===== config.mk =====
export PLATFORM = sky130hd
export DESIGN_NAME = comparador_parejas
export DESIGN_NICKNAME = d
export VERILOG_FILES = /design/src/rtl/comparador_parejas.sv
export SDC_FILE = /design/constraint.sdc
export NUM_CORES = 1
export LEC_CHECK = 0
export ABC_AREA = 1
export CAP_MARGIN = 20
export CELL_PAD_IN_SITES_DETAIL_PLACEMENT = 0
export CELL_PAD_IN_SITES_GLOBAL_PLACEMENT = 2
export CORE_AREA = 4 4 140 142
export DETAILED_ROUTE_END_ITERATION = 8
export DIE_AREA = 0 0 144 146
export PLACE_DENSITY_LB_ADDON = 0.1
export SLEW_MARGIN = 20
export SYNTH_ARGS = -nofsm -noshare
export SYNTH_HDL_FRONTEND = slang
export SYNTH_SLANG_ARGS = --single-unit

===== constraint.sdc =====
create_clock -name clk -period 2 [get_ports clk]
set_input_delay 0.3 -clock clk [delete_from_list [all_inputs] [get_ports clk]]
set_output_delay 0.3 -clock clk [all_outputs]
set_load 0.02 [all_outputs]

===== src/rtl/comparador_parejas.sv =====
// comparador_parejas: pair-comparison stage of the memory game.
// Takes two card selections per turn and compares their face values.
// Matched cards stay face up. A mismatched pair is shown for SHOW_CYCLES
// cycles, then hidden, and the turn passes to the other player.
// Optional feature macro: TURN_TIMEOUT_EN. When it is defined, an idle
// turn is forced to end after TIMEOUT cycles without an accepted selection.
module comparador_parejas #(
    parameter int NCARDS      = 18,
    parameter int VAL_W       = 4,
    parameter int SHOW_CYCLES = 4,
    parameter int TIMEOUT     = 16
) (
    input  logic                    clk,
    input  logic                    rst,
    input  logic [NCARDS*VAL_W-1:0] tablero,
    input  logic                    sel_valid,
    input  logic [4:0]              sel_idx,
    output logic                    pareja,
    output logic                    error_sel,
    output logic [NCARDS-1:0]       visible,
    output logic                    turno,
    output logic                    ocupado
);
    localparam int CNT_W = $clog2(SHOW_CYCLES + 1);
    localparam logic [5:0] NCARDS_6 = 6'(NCARDS);

    // Parameter sanity checks, evaluated at elaboration.
    if ((NCARDS % 2) != 0 || NCARDS > 32 || NCARDS < 2) begin : g_bad_ncards
        $error("comparador_parejas: NCARDS must be even and in 2..32");
    end
    if (SHOW_CYCLES < 1 || TIMEOUT < 1) begin : g_bad_times
        $error("comparador_parejas: SHOW_CYCLES and TIMEOUT must be >= 1");
    end

    typedef enum logic [2:0] {IDLE, UNA, CHECK, MATCH, SHOW} state_t;

    state_t            state_reg, state_next;
    logic [4:0]        primera_reg, primera_next;
    logic [4:0]        segunda_reg, segunda_next;
    logic [NCARDS-1:0] emp_reg, emp_next;
    logic              turno_reg, turno_next;
    logic [CNT_W-1:0]  cnt_reg, cnt_next;
    logic              error_reg, error_next;

    // Card values unpacked into a 32-entry table so any 5-bit index is legal.
    logic [VAL_W-1:0] vals [32];
    logic [31:0]      emp_ext;
    logic [31:0]      prim_oh;
    logic [31:0]      seg_oh;
    logic             sel_ok;

    for (genvar gi = 0; gi < 32; gi++) begin : g_vals
        if (gi < NCARDS) begin : g_card
            assign vals[gi] = tablero[gi*VAL_W +: VAL_W];
        end else begin : g_pad
            assign vals[gi] = '0;
        end
    end

    assign emp_ext = 32'(emp_reg);
    assign prim_oh = 32'd1 << primera_reg;
    assign seg_oh  = 32'd1 << segunda_reg;

    // A selection is acceptable if it is on the board, unmatched and, when
    // choosing the second card, different from the first.
    assign sel_ok = sel_valid
                 && ({1'b0, sel_idx} < NCARDS_6)
                 && !emp_ext[sel_idx]
                 && !(state_reg == UNA && sel_idx == primera_reg);

`ifdef TURN_TIMEOUT_EN
    localparam int IDLE_W = $clog2(TIMEOUT + 1);
    logic [IDLE_W-1:0] idle_reg, idle_next;
`endif

    // Next-state and datapath update for the turn sequencer.
    always_comb begin
        state_next   = state_reg;
        primera_next = primera_reg;
        segunda_next = segunda_reg;
        emp_next     = emp_reg;
        turno_next   = turno_reg;
        cnt_next     = cnt_reg;
        error_next   = 1'b0;
        case (state_reg)
            IDLE: begin
                if (sel_valid) begin
                    if (sel_ok) begin
                        state_next   = UNA;
                        primera_next = sel_idx;
                    end else begin
                        error_next = 1'b1;
                    end
                end
            end
            UNA: begin
                if (sel_valid) begin
                    if (sel_ok) begin
                        state_next   = CHECK;
                        segunda_next = sel_idx;
                    end else begin
                        error_next = 1'b1;
                    end
                end
            end
            CHECK: begin
                if (vals[primera_reg] == vals[segunda_reg]) begin
                    state_next = MATCH;
                    emp_next   = emp_reg | prim_oh[NCARDS-1:0] | seg_oh[NCARDS-1:0];
                end else begin
                    state_next = SHOW;
                    cnt_next   = CNT_W'(SHOW_CYCLES - 1);
                end
            end
            MATCH: begin
                state_next = IDLE;
            end
            SHOW: begin
                if (cnt_reg == '0) begin
                    state_next = IDLE;
                    turno_next = ~turno_reg;
                end else begin
                    cnt_next = cnt_reg - 1'b1;
                end
            end
            default: begin
                state_next = IDLE;
            end
        endcase
`ifdef TURN_TIMEOUT_EN
        // Idle watchdog: an accepted selection wins over a same-edge timeout.
        idle_next = '0;
        if (state_reg == IDLE || state_reg == UNA) begin
            if (sel_ok) begin
                idle_next = '0;
            end else if (idle_reg == IDLE_W'(TIMEOUT - 1)) begin
                idle_next  = '0;
                state_next = IDLE;
                turno_next = ~turno_reg;
            end else begin
                idle_next = idle_reg + 1'b1;
            end
        end
`endif
    end

    // State and datapath registers with synchronous reset.
    always_ff @(posedge clk) begin
        if (rst) begin
            state_reg   <= IDLE;
            primera_reg <= '0;
            segunda_reg <= '0;
            emp_reg     <= '0;
            turno_reg   <= 1'b0;
            cnt_reg     <= '0;
            error_reg   <= 1'b0;
        end else begin
            state_reg   <= state_next;
            primera_reg <= primera_next;
            segunda_reg <= segunda_next;
            emp_reg     <= emp_next;
            turno_reg   <= turno_next;
            cnt_reg     <= cnt_next;
            error_reg   <= error_next;
        end
    end

`ifdef TURN_TIMEOUT_EN
    // Idle watchdog counter.
    always_ff @(posedge clk) begin
        if (rst) begin
            idle_reg <= '0;
        end else begin
            idle_reg <= idle_next;
        end
    end
`endif

    // Outputs decoded from registered state only.
    always_comb begin
        visible = emp_reg;
        if (state_reg == UNA || state_reg == CHECK || state_reg == SHOW) begin
            visible = visible | prim_oh[NCARDS-1:0];
        end
        if (state_reg == CHECK || state_reg == SHOW) begin
            visible = visible | seg_oh[NCARDS-1:0];
        end
    end

    assign pareja    = (state_reg == MATCH);
    assign error_sel = error_reg;
    assign turno     = turno_reg;
    assign ocupado   = (state_reg == CHECK) || (state_reg == MATCH) || (state_reg == SHOW);

endmodule

==> reports/metrics.cfg <==
[outcome]
status = finished with violations
violations = setup timing

[power]
ir_drop_mv = 0.302
p_leak_uw = 0.00290
p_per_area_mw_per_mm2 = 478

[worst_hold_path]
hold_depth = 2
hold_class = flip-flop to flip-flop

[sta]
fin_setup_tns_ns = -2.44
rsz0062_at_grt = true
min_period_over_period_pct = 106
setup_ws_ns = -0.130
tightest_slew_ns = 0.618
clock_skew_ns = 0.00553
timing_hold_violations_final = 0
holdWs_ns = 0.461
setup_viol = 29
slew_viol_final = 0
layout_min_cycle_time_ns = 2.13
relSlewSlack_pct = 58.8
max_freq_mhz = 470

[setup_path]
cp_common_cell = nand2_1
critPathCapture = emp_reg[2]$_SDFFE_PP0N_
path_buf_inv = 3
cp_cell_sequence = inv_4 > buf_8 > nand2_1 > nand2_1 > nand2_1 > nand3_1 > nand3_1 > nand2_2 > nand2_1 > nand2_1 > nand2_1 > nand2_2 > nor2_4 > and2_4 > clkbuf_16 > nand3_2 > a21oi_2
cp_slowest_cell = dfxtp_4
reg2reg_depth = 17
path_delay_family = simple AND/OR/NAND/NOR gates
path_max_fanout = 11
worst_setup_path_start_kind = flip-flop
critPathLaunch = primera_reg[0]$_SDFFE_PP0P_
worst-setup-path-type = flip-flop to flip-flop
cp.depth = 17
max_stage_delay_ns = 0.45
rr_startpoint = primera_reg[0]$_SDFFE_PP0P_
r2r-end = emp_reg[2]$_SDFFE_PP0N_
reg2reg_slack_ns = -0.13
worstPathArrival_ns = 2.35
worst_setup_path_end_kind = flip-flop
cp.required_ns = 2.22

[floorplanning]
ioPinCount = 102
rows = 50
dieHeight_um = 146
start_util_pct = 21.5
die_area_mm2 = 0.0210
die_w_um = 144
placeableCoreArea_mm2 = 0.0185

[clock_tree]
clk_pin_slew_ns = 0.06
cts_tree = built
numCtsBuffers = 5
clkLatencyLatePin_ns = 0.28
cts_max_path_buffers = 2
root_buffer = clkbuf_16
cts_sinks = 36
cts.htree.levels = 2
postCtsHoldBufs = 0

[global_routing]
antenna_found_initial = 0
track_usage_pct = 18.1
grt_pass1_wl_um = 29900
grt_pass1_vias = 5379
grt-ovfl-total = 0
grt_max_degree = 21

[final_layout]
antenna_cells = 0
synthToLayoutAreaGrowth_pct = 65.4
fin_cells = 1157
design_area_mm2 = 0.00655
drive_gt1_share_pct = 26.7
largest_register_ffs = 18
nFillCells = 2085
nets = 1004

[detailed_routing]
drtIter0Drc = 287
final_antenna_net_count = 0
wl_per_cell_um = 17.3
wl_um = 20000
num_vias = 5435
viasPerCell = 4.70
drc = 0
drt-pass1-iter-count = 5

[yosys]
ys_ff_latch = 36
avgSynthCellArea_um2 = 5.34
synth_cells = 742
synth_largest_area_cell = nand2_1
synth_most_common_cell = nand2_1
synth.net_count = 824
synth_area_mm2 = 0.00396
ys_top_cells_by_count = nand2_1, inv_1, nand3_1, nor2_1, o21ai_0
synth_top_area_share_pct = 25.0
async_reset_ff_share_pct = 0
synth_edf_count = 0
seq_area_frac_synth_pct = 18.2
yosys_warnings = 0
synth_area_leaders = nand2_1, dfxtp_1, inv_1, nand3_1, o21ai_0
synth_cell_types = 33
ys.flop_type = dfxtp_1

[placed_design]
placedInstanceArea_mm2 = 0.00586
gp_congestion = 0.855
port_buffers = 101
dp_hpwl_um = 15100
dp_cells = 1136

[flow_run]
drv_cap = 0

==> layer usage <==
metal,track usage [%],up-vias,wire (um)
li1,-,2750,-
met1,23.1,2517,8960
met2,31.6,136,9600
met3,1.91,32,877
met4,5.56,0,609
met5,0,-,0
==> worst min path at each step <==
stage                                    to                     from  slack (ns)
detailed placement  cnt_reg[1]$_SDFFE_PP0P_  cnt_reg[1]$_SDFFE_PP0P_        0.46
global placement    cnt_reg[1]$_SDFFE_PP0P_  cnt_reg[1]$_SDFFE_PP0P_        0.45
CTS                 cnt_reg[1]$_SDFFE_PP0P_  cnt_reg[1]$_SDFFE_PP0P_        0.47
global route        cnt_reg[1]$_SDFFE_PP0P_  cnt_reg[1]$_SDFFE_PP0P_        0.51
finish              cnt_reg[1]$_SDFFE_PP0P_  cnt_reg[1]$_SDFFE_PP0P_        0.46
floorplan              error_sel$_SDFF_PP0_                sel_valid        0.43
==> timing repair <==
item	4_1_cts	5_1_grt
gates resized for setup	168	77
setup buffers	2	6
cloned	1	4
endpoints found under the setup margin	53	53
pin swaps	9	9
==> worst min-delay path, stage by stage (launching register included) <==
cell,delay (ns)
dfxtp_1,0.31
nand2_1,0.06
a21oi_1,0.05
==> cells in the final DEF, fill, tap and decap left out, drive strengths merged <==
| master | n |
|---|---|
| o31ai | 3 |
| dlygate4sd2 | 1 |
| nand4 | 3 |
| inv | 94 |
| nand3 | 75 |
| dlymetal6s2s | 3 |
| nand3b | 1 |
| clkdlybuf4s50 | 79 |
| o21a | 3 |
| dfxtp | 36 |
| clkbuf | 10 |
| nand2 | 265 |
| a21oi | 53 |
| buf | 122 |
| nor4 | 2 |
| xor2 | 2 |
| xnor2 | 2 |
| and2 | 1 |
| nor2 | 70 |
| bufinv | 1 |
| o211ai | 4 |
| o22ai | 6 |
| ha | 2 |
| nor3 | 3 |
| a31oi | 14 |
| o21ai | 68 |
==> cells by family (layout without fill, tap and decap cells) <==
group,count (synthesis),in the layout,synth area share [%]
and+or+nand+nor,419,420,44.4
AOI/OAI and AO/OA,151,151,21.3
buffers and inverters,130,310,14.6
DFF,36,36,18.2
xor gates and xnor gates,4,4,0.885
adders and majority gates,2,2,0.632
==> layout make-up <==
cell class | instances | area [um2] | area share, %
multi-input cells | 577 | 2990 | 45.7
repair buffers | 208 | 1980 | 30.3
flip-flops and latches | 36 | 739 | 11.3
inverters | 94 | 355 | 5.43
well taps | 234 | 293 | 4.47
clock buffers | 7 | 153 | 2.33
clock inverters | 1 | 30.0 | 0.459
==> where the power goes <==
part / switching [uW] / total (uW) / internal (uW) / leakage [uW]
combinational: 754 / 1370 / 620 / 0.00251
sequential: 30.9 / 766 / 735 / 0.000296
clock: 329 / 986 / 657 / 0.0000901
total: 1110 / 3130 / 2010 / 0.00290
==> metrics by stage <==
| step | util [%] | total power, uW | setup WS [ns] |
|---|---|---|---|
| finish | 35.5 | 3130 | -0.130 |
| global route | 35.5 | 3300 | -0.308 |
| CTS | 33.8 | 3040 | -0.111 |
| detailed placement | 31.7 | 1950 | -0.435 |
| global placement | 31.7 | 1960 | -0.439 |
| floorplan | - | 1350 | 0.0110 |
Note: power is estimated with default switching activity, not from simulation.
